$ cat config.mk
export PLATFORM = sky130hd
export DESIGN_NAME = mem_port_arbiter
export DESIGN_NICKNAME = d
export VERILOG_FILES = /design/src/rtl/mem_port_arbiter.sv
export SDC_FILE = /design/constraint.sdc
export NUM_CORES = 1
export LEC_CHECK = 0
export ABC_CLOCK_PERIOD_IN_PS = 1900
export BUFFER_PORTS_ARGS = -buffer_cell sky130_fd_sc_hd__buf_2
export CORE_MARGIN = 1.5
export CORE_UTILIZATION = 42
export DETAILED_ROUTE_END_ITERATION = 10
export GPL_ROUTABILITY_DRIVEN = 0
export HOLD_SLACK_MARGIN = 0.08
export PLACE_DENSITY = 0.76
export SLEW_MARGIN = 20
export SYNTH_ARGS = -nofsm -noshare
export SYNTH_HDL_FRONTEND = slang
export SYNTH_SLANG_ARGS = --single-unit
$ cat constraint.sdc
create_clock -name clock -period 1.9 [get_ports clock]
set_input_delay 0.475 -clock clock [delete_from_list [all_inputs] [get_ports clock]]
set_output_delay 0.475 -clock clock [all_outputs]
set_load 0.02 [all_outputs]
$ cat src/rtl/mem_port_arbiter.sv
// mem_port_arbiter: serialises IF reads and ME reads/writes onto one single-port memory with fixed latency
//  Optional feature macro ARB_RR_EN: round-robin arbitration (default: ME has fixed priority).
//  Ports: clock, reset_0 (async active-low)
//   IF: if_req, if_addr -> if_gnt, if_valid, if_rdata
//   ME: me_req, me_we, me_addr, me_wdata -> me_gnt, me_valid, me_rdata
//   memory: mem_en, mem_we, mem_addr, mem_wdata, mem_rdata
//   stall: combined pipeline freeze while either requester is unserved
module mem_port_arbiter #(
  parameter int MEM_LAT = 1,
  parameter int CNT_W = 4
) (
  input  logic        clock,
  input  logic        reset_0,
  input  logic        if_req,
  input  logic [31:0] if_addr,
  output logic        if_gnt,
  output logic        if_valid,
  output logic [31:0] if_rdata,
  input  logic        me_req,
  input  logic        me_we,
  input  logic [31:0] me_addr,
  input  logic [31:0] me_wdata,
  output logic        me_gnt,
  output logic        me_valid,
  output logic [31:0] me_rdata,
  output logic        mem_en,
  output logic        mem_we,
  output logic [31:0] mem_addr,
  output logic [31:0] mem_wdata,
  input  logic [31:0] mem_rdata,
  output logic        stall
);
  typedef enum logic [1:0] {IDLE, ACCESS, WAITING, DONE} state_t;
  state_t state, state_nx;
  logic [CNT_W-1:0] cnt;
  logic owner, we_q, pick_me, start, last;
  // owner: 0 = IF, 1 = ME
  assign start = (state == IDLE) & (if_req | me_req);
  assign last = (cnt == CNT_W'(1));
`ifdef ARB_RR_EN
  logic last_owner;
  assign pick_me = me_req & (~if_req | ~last_owner);
  always_ff @(posedge clock or negedge reset_0)
    if (!reset_0) last_owner <= 1'b0;
    else if (start) last_owner <= pick_me;
`else
  assign pick_me = me_req;
`endif
  always_ff @(posedge clock or negedge reset_0)
    if (!reset_0) state <= IDLE;
    else state <= state_nx;
  always_comb begin
    state_nx = state;
    case (state)
      IDLE: state_nx = (if_req | me_req) ? ACCESS : IDLE;
      ACCESS, WAITING: state_nx = last ? DONE : WAITING;
      DONE: state_nx = IDLE;
      default: state_nx = IDLE;
    endcase
  end
  always_ff @(posedge clock or negedge reset_0)
    if (!reset_0) begin
      cnt <= '0;
      owner <= 1'b0;
      we_q <= 1'b0;
      mem_addr <= '0;
      mem_wdata <= '0;
      if_rdata <= '0;
      me_rdata <= '0;
    end else if (start) begin
      cnt <= CNT_W'(MEM_LAT);
      owner <= pick_me;
      we_q <= pick_me & me_we;
      mem_addr <= pick_me ? me_addr : if_addr;
      mem_wdata <= pick_me ? me_wdata : '0;
    end else if (state == ACCESS || state == WAITING) begin
      cnt <= cnt - 1'b1;
      // read data is captured on the final latency cycle; writes leave rdata untouched
      if (last && !we_q && owner) me_rdata <= mem_rdata;
      if (last && !we_q && !owner) if_rdata <= mem_rdata;
    end
  always_comb begin
    mem_en = (state == ACCESS);
    mem_we = (state == ACCESS) & we_q;
    if_gnt = (state == ACCESS) & ~owner;
    me_gnt = (state == ACCESS) & owner;
    if_valid = (state == DONE) & ~owner;
    me_valid = (state == DONE) & owner;
  end
  assign stall = (if_req & ~if_valid) | (me_req & ~me_valid);
endmodule

==> results of run 1 <==
-- cell usage after synthesis, drive strengths merged (2+ instances only) --
cell / instances / share of area (%)
ha: 5 / 1.1
xnor2: 2 / 0.31
a21oi: 2 / 0.18
and2: 2 / 0.22
inv: 7 / 0.46
nor2: 4 / 0.26
dfrtp: 136 / 60
mux2i: 32 / 5.6
o21ai: 35 / 3.1
mux2: 65 / 15
nand3: 34 / 3.1
buf: 15 / 1.9
nor2b: 2 / 0.22
nand2: 102 / 6.7
clkbuf: 14 / 0.92
-- placed cells by master, fill, tap and decap left out, drive strengths merged --
cell / synthesis / routed
xor2: 1 / 1
clkinvlp: 0 / 1
nand3: 34 / 34
ha: 5 / 5
mux2: 65 / 65
nor4b: 1 / 1
mux2i: 32 / 32
clkinv: 0 / 3
and4bb: 1 / 1
a21oi: 2 / 2
dlygate4sd3: 0 / 1
o21ai: 35 / 35
nand2: 102 / 102
inv: 7 / 8
clkbuf: 14 / 20
o21a: 1 / 1
nand4b: 1 / 1
dfrtp: 136 / 136
bufinv: 0 / 6
and2: 2 / 2
buf: 15 / 280
nor2b: 2 / 2
nor2: 4 / 4
xnor2: 2 / 2
-- registers in the layout (all words and copies together) (netlist names) --
register,flops
if_rdata,32
me_rdata,32
mem_addr,32
mem_wdata,32
cnt,4
state,2
owner,1
we_q,1
-- timing repair --
item                       in CTS  in global routing
setup endpoints to repair       3                  7
pin swaps                       2                  0
resized for setup               7                  4
hold buffers                    1                  0
hold endpoints to repair       35                  0
-- logic make-up (layout without fill, tap and decap cells) --
family                     Yosys count  after routing  share of synthesized area [%]
xor gates and xnor gates             3              3                         0.4622
DFF                                136            136                          59.86
and+or+nand+nor                    147            147                          11.31
AOI/OAI and AO/OA                   38             38                          3.455
muxes                               97             97                          20.49
buffers and inverters               36            319                          3.323
adders and majority gates            5              5                          1.100
-- cell type report --
class	instances	share of cell area (%)
timing repair buffer	281	19.21
clock inverter	11	2.742
inverter	7	0.3290
clock buffer	20	5.718
tap	176	2.757
multi-input combinational	290	26.62
sequential	136	42.63
-- worst max-delay path, stage by stage, from the launching register on --
cell and delay, ps:
dfrtp_1 400, ha_2 200, nor2b_4 130, a21oi_2 140, buf_6 140
-- routing by layer --
layer	wire length (um)	global-route usage, %	up-vias
met5	0	0	-
met4	208	7.738	0
met3	907	5.508	15
met2	6793	34.03	187
met1	5726	23.98	2102
li1	-	-	2101
-- power groups by stage --
| stage | clock [uW] | sequential [uW] | combinational [uW] |
|---|---|---|---|
| after floorplan | 0 | 6760 | 2520 |
| after global placement | 0 | 5110 | 6220 |
| after detailed placement | 0 | 5180 | 6420 |
| after CTS | 3770 | 5170 | 6440 |
| after global routing | 3910 | 5350 | 6870 |
| final | 3700 | 5170 | 6360 |
-- path summary, 6_finish.rpt --
kind | from | endpoint | slack (ps) | depth (start not counted)
max reg2reg | state[1]$_DFF_PN0_ | me_rdata[30]$_DFFE_PN0P_ | 70 | 6
max | state[0]$_DFF_PN0_ | stall | 20 | 4
min | me_wdata[15] | mem_wdata[15]$_DFFE_PN0P_ | 300 | 3
min in group asynchronous | reset_0 | me_rdata[31]$_DFFE_PN0P_ | 540 | 2
min reg2reg | mem_wdata[27]$_DFFE_PN0P_ | mem_wdata[27]$_DFFE_PN0P_ | 460 | 2
max in group asynchronous | reset_0 | mem_addr[5]$_DFFE_PN0P_ | 800 | 3
-- per-stage QoR --
stage / worst slack [ps] / area (um2) / instances / total power, uW
floorplan: 56.96 / 5689 / 462 / 9272
global placement: 110.0 / 7269 / 889 / 11330
detailed placement: 56.96 / 7269 / 889 / 11600
CTS: -14.48 / 7975 / 921 / 15380
global route: -49.09 / 7986 / 921 / 16130
finish: 20.69 / 7986 / 921 / 15230
==> results.md, run 1 <==
- Status: completed
- Clock Path Buffers: 2
- Io pins: 268
- Clock skew: approximately 6.5 ps
- Yosys reg bits: 136
- Final #Nets: between 800 and 900
- LEAKAGE: 0.004382 uW
- Initial antenna violation count: 0
- Post-CTS Setup Inserts: 0
- Largest net degree at the start of global routing: roughly 100
- Min-Delay Path Class: input port to register
- Clk slew on worst S/H paths: roughly 60 ps
- CP Data Required Time: 1420 ps
- Total CTS buffers: 17
- Max Freq: 532.1 MHz
- DR vias: ~4,400
- Vias in the first global route: approximately 4,500
- Antenna cells: 0
- Period utilization: 98.91%
- RSZ-0062 raised after global routing: true
- Initial DRC count: 176
- DIE HEIGHT: 119.3 um
- Drt drc: 0
- CTS tree: yes
- GRT Total Usage: 19.93%
- Flop pwr share: between 30% and 40%
- Synthesized area: 5685 um2
- Multi-input logic area: 2126 um2
- Hold_ws: 304.1 ps
- Share of layout cells above drive strength 1: 51.68%
- EDFF count, synth: 0
- CTS H-tree lvls: 4
- Worst Setup End Kind: output pin
- Comb power frac: around two fifths
- Wire per inst: ~15 um
- Final ANT Viol Nets: 0
- Port Buffers: roughly 270
- Initial Util: a little over two fifths
- Peak VDD IR: roughly 0.92 mV
- Clock root buffer: clkbuf_16
- Crit Path Category: register to output pin
- Worst setup SP type: register
- Pwr/cell area: ~1900 nW/um2
- Least-Margin Pin Slew: approximately 400 ps
- Main synth FF type: dfrtp_1
- Clock power share: between 20% and 30%
- Final core utilization: 60.31%
- FF/Latch Area: approximately 3400 um2
- Switch Pwr: just under 6000 uW
- Slew HR: roughly three quarters
- Clock latency on the worst-skew pair: about 400 ps
- First-pass GRT wire length: 22,250 um
- DR pass1 iterations: 4
- Average size of a mapped cell: 12.31 um2
- Final count of negative-setup-slack endpoints: 0
- Ys async rst share: 100.0%
- Maxcap violations: 0
- Critical path arrival: 1400 ps
- Yosys synthesis warning count: 0
- Final hold vios: 0
- Final WL: ~14,000 um
- Slew Viols, Final: 0
- Post-synthesis sequential area ratio: ~60%
- GR Overflow Total: 0
- Vias per cell: ~4.8
- Placed wire-length estimate: 10,270 um
- Syn nets: 600
- Count of cell types in the netlist: 27
- Crit-path max FO: 3
- Die area: 14,240 um2
- Internal power: about 9400 uW
- # fillers: 1,107
- Core area: about 13,000 um2
- Cells after Synth: 462
- Area growth from synthesis to final layout: 40.47%
- Switching Fraction: between 30% and 40%
- Clock period minus worst slack: 1879 ps
- Fin Setup TNS: 0 ps
- TritonCTS Sinks: ~140
- Die X: approximately 120 um
- Num rows: 42
(Power assumes the default switching activity.)
==> run 2: changes to the inputs <==
--- a/config.mk
+++ b/config.mk
@@ -12,7 +12,7 @@
 export DETAILED_ROUTE_END_ITERATION = 10
 export GPL_ROUTABILITY_DRIVEN = 0
 export HOLD_SLACK_MARGIN = 0.08
-export PLACE_DENSITY = 0.76
+export PLACE_DENSITY = 0.81
 export SLEW_MARGIN = 20
 export SYNTH_ARGS = -nofsm -noshare
 export SYNTH_HDL_FRONTEND = slang
==> run 2 against run 1 <==
  * The flow now finishes with violations (negative setup slack)
  * Sequential power shrank 0.8%
  * Clock-buffer cell count is the same
  * Final cell count grew 1.6%
  * Sequential share of layout area shrank 1.0 points
  * Clock skew grew 2.7 ps
  * Cell area grew 2.4%
  * Critical path type unchanged
  * Critical endpoint unchanged
==> results.md, run 2 (synthesized netlist as in run 1, its figures left out) <==
- Status: complete, but fails checks
- Violated checks: negative setup slack
- Clock root buffer: clkbuf_16
- Worst Setup End Kind: output pin
- Largest net degree at the start of global routing: between 70 and 80
- Final ANT Viol Nets: 0
- First-pass GRT wire length: 21,520 um
- DIE HEIGHT: ~120 um
- Period utilization: 105.1%
- GR Overflow Total: 0
- Maxcap violations: 0
- Io pins: between 200 and 300
- Placed cells: just under 900
- Worst setup SP type: register
- Least-Margin Pin Slew: ~360 ps
- Crit Path Category: register to output pin
- Slew Viols, Final: 0
- DR pass1 iterations: 6
- Vias in the first global route: roughly 4,300
- Wire per inst: about 15 um
- Commonest cells after routing, fill and taps aside: buf_2, dfrtp_1, nand2_1, o21ai_0
- Initial antenna violation count: 0
- Post-route setup slack: -97.08 ps
- Final count of negative-setup-slack endpoints: 5
- Final core utilization: just over 60%
- Share of layout cells above drive strength 1: around 53%
- Critical path arrival: 1520 ps
- Die area: 14,240 um2
- Peak VDD IR: 0.7427 mV
- Area growth from synthesis to final layout: 43.84%
- CP Cell Sequence: buf_6 -> ha_4 -> nor2b_4 -> a21oi_2 -> buf_6
- Placed wire-length estimate: 9623 um
- Largest delay share family, worst path: flip-flops
- Num rows: 42
- GRT Total Usage: between 10% and 20%
- Port Buffers: between 200 and 300
- Drt drc: 0
- Slowest stage delay, CP: about 390 ps
- Crit-path max FO: 2
- CP dominant cell by count: buf_6
- Antenna cells: 0
- Total CTS buffers: 17
- Final #Nets: between 800 and 900
- Core area: roughly 13,000 um2
- Finished Layout Cells: 936
- CTS H-tree lvls: 4
- Min-Delay Path Class: input port to register
- LEAKAGE: 0.004478 uW
- DR vias: about 4,400
- CP bufs+invs: 2
- Clock skew: just over 9 ps
- Slew HR: between 70% and 80%
- Max Freq: roughly 500 MHz
- RSZ-0062 raised after global routing: true
- Initial Util: 42.93%
- Commonest non-fill, non-tap cell in the layout: buf_2
- Final WL: roughly 14,000 um
- Clk slew on worst S/H paths: 60 ps
- Final hold vios: 0
- Clock Path Buffers: 2
- CTS tree: yes
- # fillers: 1,088
- TritonCTS Sinks: approximately 140
- Clock latency on the worst-skew pair: 410 ps
- Die X: around 120 um
- Clock period minus worst slack: approximately 2000 ps
- Slowest-stage cell, CP: dfrtp_1
- Initial DRC count: roughly 180
- CP Data Required Time: ~1400 ps
- Vias per cell: between 4 and 5
- Pwr/cell area: 1864 nW/um2
==> run 2: changes by cell type in the layout (fill, tap and decap cells not counted), sizes merged <==
cell    before  now
bufinv       6    3
clkinv       3    6
buf        280  293
clkbuf      20   22
==> run 2: per-layer routing <==
metal  global-route usage, %  wire [um]  vias to the layer above
li1                        -          -                     2132
met1                   24.02       5912                     2102
met2                   31.79       6852                      186
met3                   5.891        894                       20
met4                   7.664        270                        0
met5                       0          0                        -
==> run 2: worst reg2reg max path: stages (launching register included) <==
cell       delay [ps]
dfrtp_1           390
inv_1             110
ha_4              210
and4bb_2          250
buf_4             150
nand3_4           150
clkbuf_16         190
mux2_2            330
==> run 2: repair_timing <==
action | 4_1_cts | 5_1_grt
cloned | 1 | 3
hold endpoints to repair | 32 | 0
hold buffers | 1 | 0
gates resized for setup | 17 | 6
endpoints found under the setup margin | 33 | 69
buffers inserted | 6 | 0
pin swaps | 2 | 0
==> run 2: where the power goes <==
| part | switching [uW] | total [uW] | leakage (uW) | internal [uW] |
|---|---|---|---|---|
| logic | 3930 | 6800 | 0.00250 | 2870 |
| registers | 789 | 5130 | 0.00168 | 4340 |
| clock network | 1190 | 3310 | 0.000296 | 2130 |
==> run 2: final cells by class <==
cell class | count | area [um2] | area share, %
Timing Repair Buffer | 296 | 1770 | 21.65
Multi-Input combinational cell | 290 | 2153 | 26.33
Inverter | 7 | 26.28 | 0.3213
Clock inverter | 11 | 147.6 | 1.805
Clock buffer | 20 | 456.7 | 5.584
Tap cell | 176 | 220.2 | 2.693
Sequential cell | 136 | 3403 | 41.62
==> run 2: path summary, 6_finish.rpt <==
check	to	slack, ps	depth (start not counted)	start
hold / removal	mem_wdata[5]$_DFFE_PN0P_	300	3	me_wdata[5]
setup reg to reg	if_rdata[11]$_DFFE_PN0P_	10	7	state[1]$_DFF_PN0_
max in group asynchronous	mem_wdata[3]$_DFFE_PN0P_	780	3	reset_0
setup / recovery	stall	-100	5	state[0]$_DFF_PN0_
min in group asynchronous	if_rdata[7]$_DFFE_PN0P_	530	2	reset_0
hold reg to reg	mem_wdata[22]$_DFFE_PN0P_	460	2	mem_wdata[22]$_DFFE_PN0P_
==> run 2: per-stage QoR <==
stage          worst slack, ps  setup TNS [ps]  hold WS (ps)  power [uW]  cell area, um2
2_1_floorplan            56.96               0         179.4        9272            5689
3_3_place_gp             26.98               0         381.7       11410            7320
3_5_place_dp            -35.08          -695.2         381.4       11620            7320
4_1_cts                 -128.8          -446.0         274.6       15230            8098
5_1_grt                 -174.4           -2624         279.7       16150            8178
6_report                -97.08          -251.0         295.9       15240            8178
